[config.mk]
export PLATFORM = sky130hd
export DESIGN_NAME = platform_collision_sched_flat
export DESIGN_NICKNAME = d
export VERILOG_FILES = /design/src/rtl/platform_collision_sched_pkg.sv /design/src/rtl/platform_collision_sched_if.sv /design/src/rtl/platform_collision_sched_plat_hit_cmp.sv /design/src/rtl/platform_collision_sched.sv /design/src/flat_wrapper.sv
export SDC_FILE = /design/constraint.sdc
export NUM_CORES = 1
export LEC_CHECK = 0
export BUFFER_PORTS_ARGS = -buffer_cell sky130_fd_sc_hd__buf_2
export CORE_ASPECT_RATIO = 0.7
export CORE_MARGIN = 2
export CORE_UTILIZATION = 25
export CTS_BUF_LIST = sky130_fd_sc_hd__clkbuf_16
export DETAILED_ROUTE_END_ITERATION = 6
export GPL_TIMING_DRIVEN = 0
export PLACE_DENSITY = 0.42
export SYNTH_ARGS = -nofsm -noshare
export SYNTH_HDL_FRONTEND = slang
export SYNTH_SLANG_ARGS = --single-unit
export TNS_END_PERCENT = 10
[constraint.sdc]
create_clock -name clk -period 5.8 [get_ports clk]
set_input_delay 0.58 -clock clk [delete_from_list [all_inputs] [get_ports clk]]
set_output_delay 0.58 -clock clk [all_outputs]
set_load 0.01 [all_outputs]
[src/rtl/platform_collision_sched_pkg.sv]
// ----------------------------------------------------------------------------
// game_pkg
// Shared game constants for the platform collision scheduler:
//   - coordinate width and screen limits
//   - platform_t record and the fixed PLATFORMS table scanned by the scheduler
//   - sched_state_t, the scheduler FSM state type
// ----------------------------------------------------------------------------
package game_pkg;

    localparam int COORD_W      = 10;
    localparam int N_PLAT       = 6;
    localparam int PLAT_IDX_W   = 3;
    localparam int SCREEN_W_MAX = 1023;
    localparam int SCREEN_H_MAX = 767;

    // One platform: left edge xs, surface height yp, horizontal length len.
    typedef struct packed {
        logic [COORD_W-1:0] xs;
        logic [COORD_W-1:0] yp;
        logic [COORD_W-1:0] len;
    } platform_t;

    // P2 and P4 deliberately overlap so a single player box can touch both.
    localparam platform_t PLATFORMS [N_PLAT] = '{
        '{xs: 10'd100, yp: 10'd600, len: 10'd150},
        '{xs: 10'd400, yp: 10'd500, len: 10'd120},
        '{xs: 10'd650, yp: 10'd400, len: 10'd100},
        '{xs: 10'd100, yp: 10'd300, len: 10'd200},
        '{xs: 10'd700, yp: 10'd410, len: 10'd150},
        '{xs: 10'd300, yp: 10'd700, len: 10'd400}
    };

    typedef enum logic [1:0] {
        IDLE,
        LATCH,
        SCAN,
        DONE
    } sched_state_t;

endpackage

[src/rtl/platform_collision_sched_if.sv]
// ----------------------------------------------------------------------------
// platform_collision_sched_if
// Request/result bundle between the player movement controllers (master) and
// the collision scheduler (slave).
//   req            per-requester request, held until done or dropped to abort
//   x_in..h_in     packed per-requester player box (CW bits each)
//   gnt, done      per-requester grant (one-hot) and one-cycle completion pulse
//   hit, hit_idx   collision result, valid with done
//   x_out, y_out   coordinates as checked, valid with done
// ----------------------------------------------------------------------------
interface platform_collision_sched_if
    import game_pkg::*;
#(
    parameter int N_REQ = 2,
    parameter int CW    = COORD_W
);

    logic [N_REQ-1:0]      req;
    logic [N_REQ*CW-1:0]   x_in;
    logic [N_REQ*CW-1:0]   y_in;
    logic [N_REQ*CW-1:0]   w_in;
    logic [N_REQ*CW-1:0]   h_in;
    logic [N_REQ-1:0]      gnt;
    logic [N_REQ-1:0]      done;
    logic                  hit;
    logic [PLAT_IDX_W-1:0] hit_idx;
    logic [CW-1:0]         x_out;
    logic [CW-1:0]         y_out;

    modport master (
        output req, x_in, y_in, w_in, h_in,
        input  gnt, done, hit, hit_idx, x_out, y_out
    );

    modport slave (
        input  req, x_in, y_in, w_in, h_in,
        output gnt, done, hit, hit_idx, x_out, y_out
    );

endinterface

[src/rtl/platform_collision_sched_plat_hit_cmp.sv]
// ----------------------------------------------------------------------------
// plat_hit_cmp
// Combinational test of one player box against one platform.
//   x_i, y_i, w_i, h_i   player box (left, top, width, height)
//   plat_i               platform under test
//   hit_o                box spans the platform surface horizontally and
//                        vertically
// ----------------------------------------------------------------------------
module plat_hit_cmp
    import game_pkg::*;
(
    input  logic [COORD_W-1:0] x_i,
    input  logic [COORD_W-1:0] y_i,
    input  logic [COORD_W-1:0] w_i,
    input  logic [COORD_W-1:0] h_i,
    input  platform_t          plat_i,
    output logic               hit_o
);

    // Every sum is widened by one bit so a box near the screen edge cannot
    // wrap around and produce a false collision.
    assign hit_o = ({1'b0, x_i} <= {1'b0, plat_i.xs} + {1'b0, plat_i.len}) &&
                   ({1'b0, x_i} + {1'b0, w_i} >= {1'b0, plat_i.xs}) &&
                   ({1'b0, y_i} + {1'b0, h_i} >= {1'b0, plat_i.yp}) &&
                   (y_i <= plat_i.yp);

endmodule

[src/rtl/platform_collision_sched.sv]
// ----------------------------------------------------------------------------
// platform_collision_sched
// Time-shares a single plat_hit_cmp between N_REQ player movement FSMs.
// A granted request is latched, scanned against game_pkg::PLATFORMS one
// platform per cycle, and answered with a one-cycle done pulse carrying the
// hit flag and the lowest colliding platform index.
//   clk, rst_n   system clock, asynchronous active-low reset
//   bus          platform_collision_sched_if.slave request/result bundle
// Build option COLLISION_SCHED_CLAMP_EN: when defined, the latched box is
// clamped onto the screen before scanning and the clamped x/y are returned.
// ----------------------------------------------------------------------------
module platform_collision_sched
    import game_pkg::*;
#(
    parameter int N_REQ = 2,
    parameter int CW    = COORD_W
) (
    input logic clk,
    input logic rst_n,
    platform_collision_sched_if.slave bus
);

    localparam int IDX_W = (N_REQ > 1) ? $clog2(N_REQ) : 1;

    sched_state_t          state_q, state_d;
    logic [IDX_W-1:0]      rrPtr_q, rrPtr_d;
    logic [IDX_W-1:0]      grant_q, grant_d;
    logic [IDX_W-1:0]      pick;
    logic [PLAT_IDX_W-1:0] platCnt_q, platCnt_d;
    logic [CW-1:0]         x_q, x_d, y_q, y_d, w_q, w_d, h_q, h_d;
    logic                  hit_q, hit_d;
    logic [PLAT_IDX_W-1:0] hitIdx_q, hitIdx_d;
    logic [CW-1:0]         xSel, ySel, wSel, hSel, xChk, yChk;
    platform_t             curPlat;
    logic                  platHit;

    // Rotating priority: walk from the farthest offset back to rr_ptr so the
    // first requester at or after rr_ptr is the one left in pick.
    always_comb begin
        pick = rrPtr_q;
        for (int i = N_REQ - 1; i >= 0; i--) begin
            if (bus.req[(int'(rrPtr_q) + i) % N_REQ]) begin
                pick = IDX_W'((int'(rrPtr_q) + i) % N_REQ);
            end
        end
    end

    // Select the granted requester's box and, when clamping is built in,
    // pull it back onto the screen. The low edge is fixed first, then the
    // far edge, so a box wider than the screen ends up flush right.
    always_comb begin
        xSel = bus.x_in[int'(grant_q)*CW +: CW];
        ySel = bus.y_in[int'(grant_q)*CW +: CW];
        wSel = bus.w_in[int'(grant_q)*CW +: CW];
        hSel = bus.h_in[int'(grant_q)*CW +: CW];
`ifdef COLLISION_SCHED_CLAMP_EN
        xChk = (xSel == '0) ? CW'(1) : xSel;
        if ({1'b0, xChk} + {1'b0, wSel} > (CW+1)'(SCREEN_W_MAX)) begin
            xChk = CW'(SCREEN_W_MAX) - wSel;
        end
        yChk = (ySel == '0) ? CW'(1) : ySel;
        if ({1'b0, yChk} + {1'b0, hSel} > (CW+1)'(SCREEN_H_MAX)) begin
            yChk = CW'(SCREEN_H_MAX) - hSel;
        end
`else
        xChk = xSel;
        yChk = ySel;
`endif
    end

    // Feed the shared comparator with the platform addressed by the scan
    // counter; counter values past the table never occur while scanning.
    always_comb begin
        curPlat = '0;
        if (platCnt_q < PLAT_IDX_W'(N_PLAT)) begin
            curPlat = PLATFORMS[platCnt_q];
        end
    end

    plat_hit_cmp u_cmp (
        .x_i    (x_q),
        .y_i    (y_q),
        .w_i    (w_q),
        .h_i    (h_q),
        .plat_i (curPlat),
        .hit_o  (platHit)
    );

    // Scheduler next-state logic. Dropping the granted req during LATCH or
    // SCAN abandons the request without a done pulse and without moving
    // rr_ptr; rr_ptr only advances once a result has been delivered.
    always_comb begin
        state_d   = state_q;
        rrPtr_d   = rrPtr_q;
        grant_d   = grant_q;
        platCnt_d = platCnt_q;
        x_d       = x_q;
        y_d       = y_q;
        w_d       = w_q;
        h_d       = h_q;
        hit_d     = hit_q;
        hitIdx_d  = hitIdx_q;
        case (state_q)
            IDLE: begin
                if (|bus.req) begin
                    grant_d = pick;
                    state_d = LATCH;
                end
            end
            LATCH: begin
                if (!bus.req[grant_q]) begin
                    state_d = IDLE;
                end else begin
                    x_d       = xChk;
                    y_d       = yChk;
                    w_d       = wSel;
                    h_d       = hSel;
                    hit_d     = 1'b0;
                    hitIdx_d  = '0;
                    platCnt_d = '0;
                    state_d   = SCAN;
                end
            end
            SCAN: begin
                if (!bus.req[grant_q]) begin
                    state_d = IDLE;
                end else begin
                    if (platHit && !hit_q) begin
                        hit_d    = 1'b1;
                        hitIdx_d = platCnt_q;
                    end
                    if (platCnt_q == PLAT_IDX_W'(N_PLAT - 1)) begin
                        state_d = DONE;
                    end else begin
                        platCnt_d = platCnt_q + 1'b1;
                    end
                end
            end
            DONE: begin
                rrPtr_d = (int'(grant_q) == N_REQ - 1) ? '0 : grant_q + 1'b1;
                state_d = IDLE;
            end
            default: state_d = IDLE;
        endcase
    end

    // State and datapath registers; reset returns everything to zero so an
    // in-flight scan is discarded immediately.
    always_ff @(posedge clk or negedge rst_n) begin
        if (!rst_n) begin
            state_q   <= IDLE;
            rrPtr_q   <= '0;
            grant_q   <= '0;
            platCnt_q <= '0;
            x_q       <= '0;
            y_q       <= '0;
            w_q       <= '0;
            h_q       <= '0;
            hit_q     <= 1'b0;
            hitIdx_q  <= '0;
        end else begin
            state_q   <= state_d;
            rrPtr_q   <= rrPtr_d;
            grant_q   <= grant_d;
            platCnt_q <= platCnt_d;
            x_q       <= x_d;
            y_q       <= y_d;
            w_q       <= w_d;
            h_q       <= h_d;
            hit_q     <= hit_d;
            hitIdx_q  <= hitIdx_d;
        end
    end

    // Grant covers LATCH through DONE; done is the DONE cycle alone.
    always_comb begin
        bus.gnt  = '0;
        bus.done = '0;
        if (state_q != IDLE) begin
            bus.gnt[grant_q] = 1'b1;
        end
        if (state_q == DONE) begin
            bus.done[grant_q] = 1'b1;
        end
    end

    assign bus.hit     = hit_q;
    assign bus.hit_idx = hitIdx_q;
    assign bus.x_out   = x_q;
    assign bus.y_out   = y_q;

endmodule

[src/flat_wrapper.sv]
// flat-port wrapper written by rule: the top's interface ports become plain ports
module platform_collision_sched_flat import game_pkg::*;
#(
    parameter int N_REQ = 2,
    parameter int CW    = COORD_W
)
  (clk, rst_n, bus_req, bus_x_in, bus_y_in, bus_w_in, bus_h_in, bus_gnt, bus_done, bus_hit, bus_hit_idx, bus_x_out, bus_y_out);
  platform_collision_sched_if #(.N_REQ(N_REQ), .CW(CW)) bus_i ();
  input logic clk;
  input logic rst_n;
  input wire logic [$bits(bus_i.req)-1:0] bus_req;
  input wire logic [$bits(bus_i.x_in)-1:0] bus_x_in;
  input wire logic [$bits(bus_i.y_in)-1:0] bus_y_in;
  input wire logic [$bits(bus_i.w_in)-1:0] bus_w_in;
  input wire logic [$bits(bus_i.h_in)-1:0] bus_h_in;
  output wire logic [$bits(bus_i.gnt)-1:0] bus_gnt;
  output wire logic [$bits(bus_i.done)-1:0] bus_done;
  output wire logic [$bits(bus_i.hit)-1:0] bus_hit;
  output wire logic [$bits(bus_i.hit_idx)-1:0] bus_hit_idx;
  output wire logic [$bits(bus_i.x_out)-1:0] bus_x_out;
  output wire logic [$bits(bus_i.y_out)-1:0] bus_y_out;
  assign bus_i.req = bus_req;
  assign bus_i.x_in = bus_x_in;
  assign bus_i.y_in = bus_y_in;
  assign bus_i.w_in = bus_w_in;
  assign bus_i.h_in = bus_h_in;
  assign bus_gnt = bus_i.gnt;
  assign bus_done = bus_i.done;
  assign bus_hit = bus_i.hit;
  assign bus_hit_idx = bus_i.hit_idx;
  assign bus_x_out = bus_i.x_out;
  assign bus_y_out = bus_i.y_out;
  platform_collision_sched #(.N_REQ(N_REQ), .CW(CW)) u_core (.clk(clk), .rst_n(rst_n), .bus(bus_i));
endmodule
Word-level counts from Yosys, hierarchy flattened

Memory sizes are Yosys's and may differ from the RTL's.
Index checks and enable logic that the tools add are counted.

Reduce and logical (&&, ||, !) cells: 15
Bitwise operators: 2
Multipliers: 1
Eq/ne operators: 10
$lt $le $gt $ge: 10
Shift operators: 4
Muxes and demuxes: 33
Add/subtract/negate cells: 6

Operators with widths:

| kind                                                                 | number |
|---|---|
| 20-bit by 32-bit variable part select with 10-bit output             | 4 |
| 30-bit two-way mux                                                   | 3 |
| 10-bit by 10-bit adder with 11-bit output                            | 3 |
| 11-bit by 10-bit >= comparator with 1-bit output                     | 2 |
| 3-bit two-way mux                                                    | 5 |
| 1-bit two-way mux                                                    | 14 |
| 2-bit two-way mux                                                    | 6 |
| 3-bit one-hot mux with 2 select lines                                | 2 |
| 10-bit by 11-bit less-or-equal comparator with 1-bit output          | 1 |
| 10-bit less-or-equal comparator                                      | 1 |
| 2-bit by 1-bit != test with 1-bit output, second input constant      | 4 |
| 2-bit one-hot mux with 4 select lines                                | 1 |
| 4-bit AND reduction                                                  | 2 |
| 2-bit AND reduction                                                  | 3 |
| 1-bit logical AND                                                    | 5 |
| 2-bit equality test, second input constant                           | 2 |
| 4-bit >= comparator, second input constant                           | 1 |
| 1-bit by 2-bit < comparator with 1-bit output, second input constant | 2 |
| 1-bit by 3-bit multiplier with 4-bit output, second input constant   | 1 |
| 3-bit inverter with 4-bit output                                     | 1 |
| 2-bit nonzero test                                                   | 2 |
| 3-bit by 1-bit adder with 3-bit output, second input constant        | 1 |
| 3-bit equality test, second input constant                           | 1 |
| 2-bit by 3-bit < comparator with 1-bit output, second input constant | 1 |
| other kinds (12)                                                     | 13 |

Flip-flop bits (word level): 51
Memories kept: 1
Bits in read-only memories: 240
Input port bits: 84
Output and inout bits: 28

Memory list:

| name            | words | bits a word | read ports | clocked after Yosys merged registers in | write ports | line                           | RTL |
|---|---|---|---|---|---|---|---|
| (no name shown) | 8     | 30          | 1          | 0                                       | 0           | platform_collision_sched.sv:76 | `curPlat = PLATFORMS[platCnt_q];` |

Depth between registers and ports, before layout

Depth after elaboration: 14
Depth in mapped cells: 22
Depth with buffers taken out: 21

Modules after synthesis

From an unflattened synthesis, not the netlist that was laid out.

Cell total of the unflattened synthesis: 558
Area total of the unflattened synthesis: 4,902.2 sq um

By module, submodules not included:

| module                   | seq. area each (sq um) | cells an instance | times used | area each (sq um) |
|---|---|---|---|---|
| platform_collision_sched | 1,276.2                | 290               | 1          | 2,808.9 |
| plat_hit_cmp             | 0.0                    | 268               | 1          | 2,093.3 |

Worst setup path before layout

No wires, ideal clock.

Path kind: register -> register
From: reg u_core.platCnt_q[0]
To: reg u_core.hitIdx_q[2], in the netlist u_core.bus.hit_idx[2]
Setup time: 0.087 ns
Data arrival time: 4.176 ns
Path buffers: 0
Clock period less this slack: 4.263 ns
Required time: 5.713 ns
Slack: 1.537 ns
Cell stages (with the launch flop): 21
Path through: dfrtp_1 > clkinv_1 > ha_1 > or2b_1 > o21ai_0 > ha_1 > a21o_1 > a21o_1 > a21oi_1 > maj3_1 > o21bai_1 > a21oi_1 > xnor2_1 > ha_1 > nand4_1 > o31a_1 > o31ai_1 > o221ai_1 > a211oi_2 > nand4_1 > o211ai_1

Longest elaborated chain between the ends: 13
Elaborated cells between the ends (all ways): 17
Those cells by class: add/sub (1); order compare (5); eq/ne (1); mux (3); bitwise (1); reduce/logical (5); memory (1)

RTL lines:

| what                                                        | line                                        | RTL |
|---|---|---|
| from (decl)                                                 | platform_collision_sched.sv:29              | `logic [PLAT_IDX_W-1:0] platCnt_q, platCnt_d;` |
| from (signal assigned)                                      | platform_collision_sched.sv:165             | `platCnt_q <= platCnt_d;` |
| 3-bit inverter with 4-bit output (not written as such)      | platform_collision_sched.sv:76              |  |
| memory read 8 x 30 bit                                      | --                                          |  |
| 30-bit two-way mux (not written as such) (2 in series)      | platform_collision_sched.sv:76              |  |
| 30-bit two-way mux *                                        | platform_collision_sched.sv:75              | `if (platCnt_q < PLAT_IDX_W'(N_PLAT)) begin` |
| 10-bit by 10-bit adder with 11-bit output                   | platform_collision_sched_plat_hit_cmp.sv:22 | `assign hit_o = ({1'b0, x_i} <= {1'b0, plat_i.xs} + {1'b0, plat_i.len}) &&` |
| 10-bit by 11-bit less-or-equal comparator with 1-bit output | platform_collision_sched_plat_hit_cmp.sv:22 |  |
| 1-bit logical AND                                           | platform_collision_sched_plat_hit_cmp.sv:22 |  |
| 1-bit logical AND                                           | platform_collision_sched_plat_hit_cmp.sv:23 | `({1'b0, x_i} + {1'b0, w_i} >= {1'b0, plat_i.xs}) &&` |
| 1-bit logical AND *                                         | platform_collision_sched_plat_hit_cmp.sv:24 | `({1'b0, y_i} + {1'b0, h_i} >= {1'b0, plat_i.yp}) &&` |
| 1-bit logical AND *                                         | platform_collision_sched.sv:128             | `if (platHit && !hit_q) begin` |
| 2-bit by 1-bit != test with 1-bit output (no source line) * | --                                          |  |
| 4-bit AND reduction (no source line) *                      | --                                          |  |
| to (signal assigned)                                        | platform_collision_sched.sv:171             | `hitIdx_q <= hitIdx_d;` |
| to (decl)                                                   | platform_collision_sched.sv:32              | `logic [PLAT_IDX_W-1:0] hitIdx_q, hitIdx_d;` |

Every way passes the cells marked *; elsewhere a longest branch is shown, timed or not. The select of a mux whose other input is x is not followed.
A chain may end at the register's enable or synchronous reset.

Worst setup path after layout

From: reg u_core.platCnt_q[0]
To: reg u_core.hitIdx_q[1], in the netlist u_core.bus.hit_idx[1]

Same word-level chain as after synthesis.

==> impl_metrics.env <==
export IMPL_yosysTopAreaCellShare=0.283
export IMPL_coreArea_mm2=0.0179
export IMPL_worstPathMaxFanout=10
export IMPL_outcome="finished clean"
export IMPL_multi_input_area_mm2=0.00306
export IMPL_ir_drop_mv=0.184
export IMPL_vias=4224
export IMPL_crit_path_end_kind="flop"
export IMPL_register_area_mm2=0.00128
export IMPL_fin_nets=787
export IMPL_cts_sinks=51
export IMPL_cp_arrival_ns=5.52
export IMPL_finalMaxSlewViolations=0
export IMPL_grt_usage=0.145
export IMPL_startpoint_type="flop"
export IMPL_crit_slowest_cell="dfrtp_1"
export IMPL_grt_pass1_vias=4085
export IMPL_setup_viol=0
export IMPL_ys_warn_count=0
export IMPL_gp_congestion=0.800
export IMPL_rsz0062_at_grt="no"
export IMPL_diodes=0
export IMPL_setup_tns_ns=0
export IMPL_wl_met1_um=6760
export IMPL_highest_layer="met4"
export IMPL_drv_cap=0
export IMPL_rows=41
export IMPL_clk_latency_ns=0.30
export IMPL_cpMostUsedCell="ha_1"
export IMPL_reg2reg_depth=21
export IMPL_grt_pass1_wl_um=21500
export IMPL_power_per_cell_area_mw_per_mm2=748
export IMPL_fp_dieH_um=116
export IMPL_ctsHtreeMaxLevel=2
export IMPL_postSynth_asyncResetShare=1.00
export IMPL_ctsResizeCount=0
export IMPL_fin_crit_ns=5.31
export IMPL_fin_util=0.309
export IMPL_drc=0
export IMPL_hpwl_um=11100
export IMPL_yosys_top_cells_count="71 x a21oi_1, 66 x nor2_1, 65 x ha_1"
export IMPL_worstPathRequired_ns=6.01
export IMPL_drtAntennaViolNets=0
export IMPL_place_ws_ns=0.537
export IMPL_fmax_mhz=188
export IMPL_hold_viol_final=0
export IMPL_worst_slew_pin_slew_ns=0.968
export IMPL_cts_tree="done"
export IMPL_postCtsSetupBuffers=0
export IMPL_cpPeakStageDelay_ns=0.57
export IMPL_slew_headroom=0.355
export IMPL_drtPass1Iterations=5
export IMPL_setup_ws_ns=0.492
export IMPL_endpoint="u_core.bus.hit_idx[1]$_DFFE_PN0P_"
export IMPL_syn_num_nets=669
export IMPL_synthMostInstantiatedCell="a21oi_1"
export IMPL_hold_class="in2async"
export IMPL_finalCritPeriodShare=0.915
export IMPL_p_leak_nw=2.64
export IMPL_area_growth_pct=22.0
export IMPL_r2r_setup_slack_ns=0.49
export IMPL_syn_inst=518
export IMPL_antenna_found_initial=0
export IMPL_drt_iter0_markers=188
export IMPL_wl_met3_um=824
export IMPL_cts_buffers=5
export IMPL_ys_seq_area_frac=0.283
export IMPL_grt_overflow=0
export IMPL_n_fill_cell=1933
export IMPL_wl_per_cell_um=15.7
export IMPL_ys_seq_elements=51
export IMPL_synth_cell_type_count=63
export IMPL_cts_root_buffer="clkbuf_16"
export IMPL_syn_area_mm2=0.00452
export IMPL_clockBufferDepth=2
export IMPL_routed_wl_um=13700
export IMPL_clk_pin_slew_ns=0.07
export IMPL_drive_above_1_share=0.203
export IMPL_synth_ff_type="dfrtp_1"
export IMPL_synth_edf_count=0
export IMPL_worstReg2RegEnd="u_core.bus.hit_idx[1]$_DFFE_PN0P_"
export IMPL_regToRegStartpoint="u_core.platCnt_q[0]$_DFFE_PN0P_"
export IMPL_path_cells="clkinv_1 -> ha_1 -> inv_1 -> o21ai_0 -> ha_1 -> ha_1 -> a21o_1 -> a21o_1 -> a21oi_1 -> maj3_1 -> o21bai_1 -> a21oi_1 -> xnor2_1 -> ha_1 -> nand4_1 -> a21oi_1 -> o31ai_1 -> o221ai_1 -> a211oi_2 -> nand4_1 -> o211ai_1"
export IMPL_met2_length_um=5970
export IMPL_ys_top_cells_by_area="dfrtp_1 28%, ha_1 18%, mux2i_1 9.8%"
export IMPL_die_area_mm2=0.0192
export IMPL_path_class="reg2reg"
export IMPL_die_width_um=165
export IMPL_cts_hold_buffers=0
export IMPL_synth_largest_area_cell="dfrtp_1"
export IMPL_grt_max_degree=52
export IMPL_num_io_pins=112
export IMPL_startpoint="u_core.platCnt_q[0]$_DFFE_PN0P_"
export IMPL_fin_worst_skew_ns=0.00317
export IMPL_syn_avg_cell_area_um2=8.72
export IMPL_port_buffers=111
export IMPL_start_util=0.253
export IMPL_routed_via_density=4.84
layer usage:
metal / global-route usage / vias up
li1: - / 2110
met1: 0.205 / 1986
met2: 0.232 / 119
met3: 0.0277 / 9
met4: 0.0284 / 0
met5: 0 / -
kinds of logic after synthesis:
group | count (synthesis) | share of synthesized area
adders and majority gates | 68 | 0.191
AOI/OAI and AO/OA | 146 | 0.200
buffers and inverters | 48 | 0.0404
xor gates and xnor gates | 19 | 0.0368
muxes | 46 | 0.105
DFF | 51 | 0.283
and+or+nand+nor | 140 | 0.144
how the worst min path moves through the flow:
stage	start	to	slack, ns
detailed placement	u_core.rrPtr_q$_DFFE_PN0N_	u_core.rrPtr_q$_DFFE_PN0N_	0.48
global placement	u_core.rrPtr_q$_DFFE_PN0N_	u_core.rrPtr_q$_DFFE_PN0N_	0.47
floorplan	rst_n	u_core.bus.hit$_DFFE_PN0P_	0.28
CTS	bus_req[0]	u_core.grant_q$_DFFE_PN0P_	0.48
finish	rst_n	u_core.bus.x_out[3]$_DFFE_PN0P_	0.33
global route	rst_n	u_core.bus.x_out[2]$_DFFE_PN0P_	0.39
layout by cell type (no fill, tap or decap), drive strengths merged, types with 7 or more instances in the layout:
cell and instances:
nor2 67, xor2 7, buf 115, o21ai 18
nor2b 7, inv 27, ha 65, dfrtp 51
a21oi 71, nand3 9, mux2i 45, clkbuf 21
nand2 25, xnor2 12, a21o 12
final cells by class:
type,count,area share
inverter,28,0.0191
timing repair buffer,111,0.101
clock buffer,5,0.0227
tap,236,0.0536
buffer,20,0.0141
multi-input combinational,419,0.555
sequential,51,0.232
clock inverter,3,0.00272
stage by stage:
step	hold WS (ns)	cells	total power, mW	area (um^2)
5_1_grt	0.388	873	4.66	5510
6_report	0.329	873	4.12	5510
4_1_cts	0.485	873	4.16	5510
2_1_floorplan	0.284	518	3.01	4520
3_5_place_dp	0.475	865	3.83	5370
3_3_place_gp	0.468	865	3.75	5370
state kept, by name, summed over array words and instances (netlist names):
name / flops
u_core.bus.x_out: 10
u_core.bus.y_out: 10
u_core.h_q: 10
u_core.w_q: 10
u_core.bus.hit_idx: 3
u_core.platCnt_q: 3
u_core.state_q: 2
u_core.bus.hit: 1
u_core.grant_q: 1
u_core.rrPtr_q: 1
critical path: cells and delay by family (launching register included):
kind	cells	cell delay, ns
compound gates	11	2.27
xor+xnor	1	0.15
fa+ha+maj	5	1.38
buf+inv	2	0.53
flops	1	0.57
simple gates	2	0.29
where the power goes:
group          switching [mW]  internal (mW)  leakage, nW
logic                    1.73           1.38         1.99
clock network           0.143          0.158       0.0649
registers               0.185          0.523        0.583
total                    2.06           2.06         2.64
(Power assumes the default switching activity.)
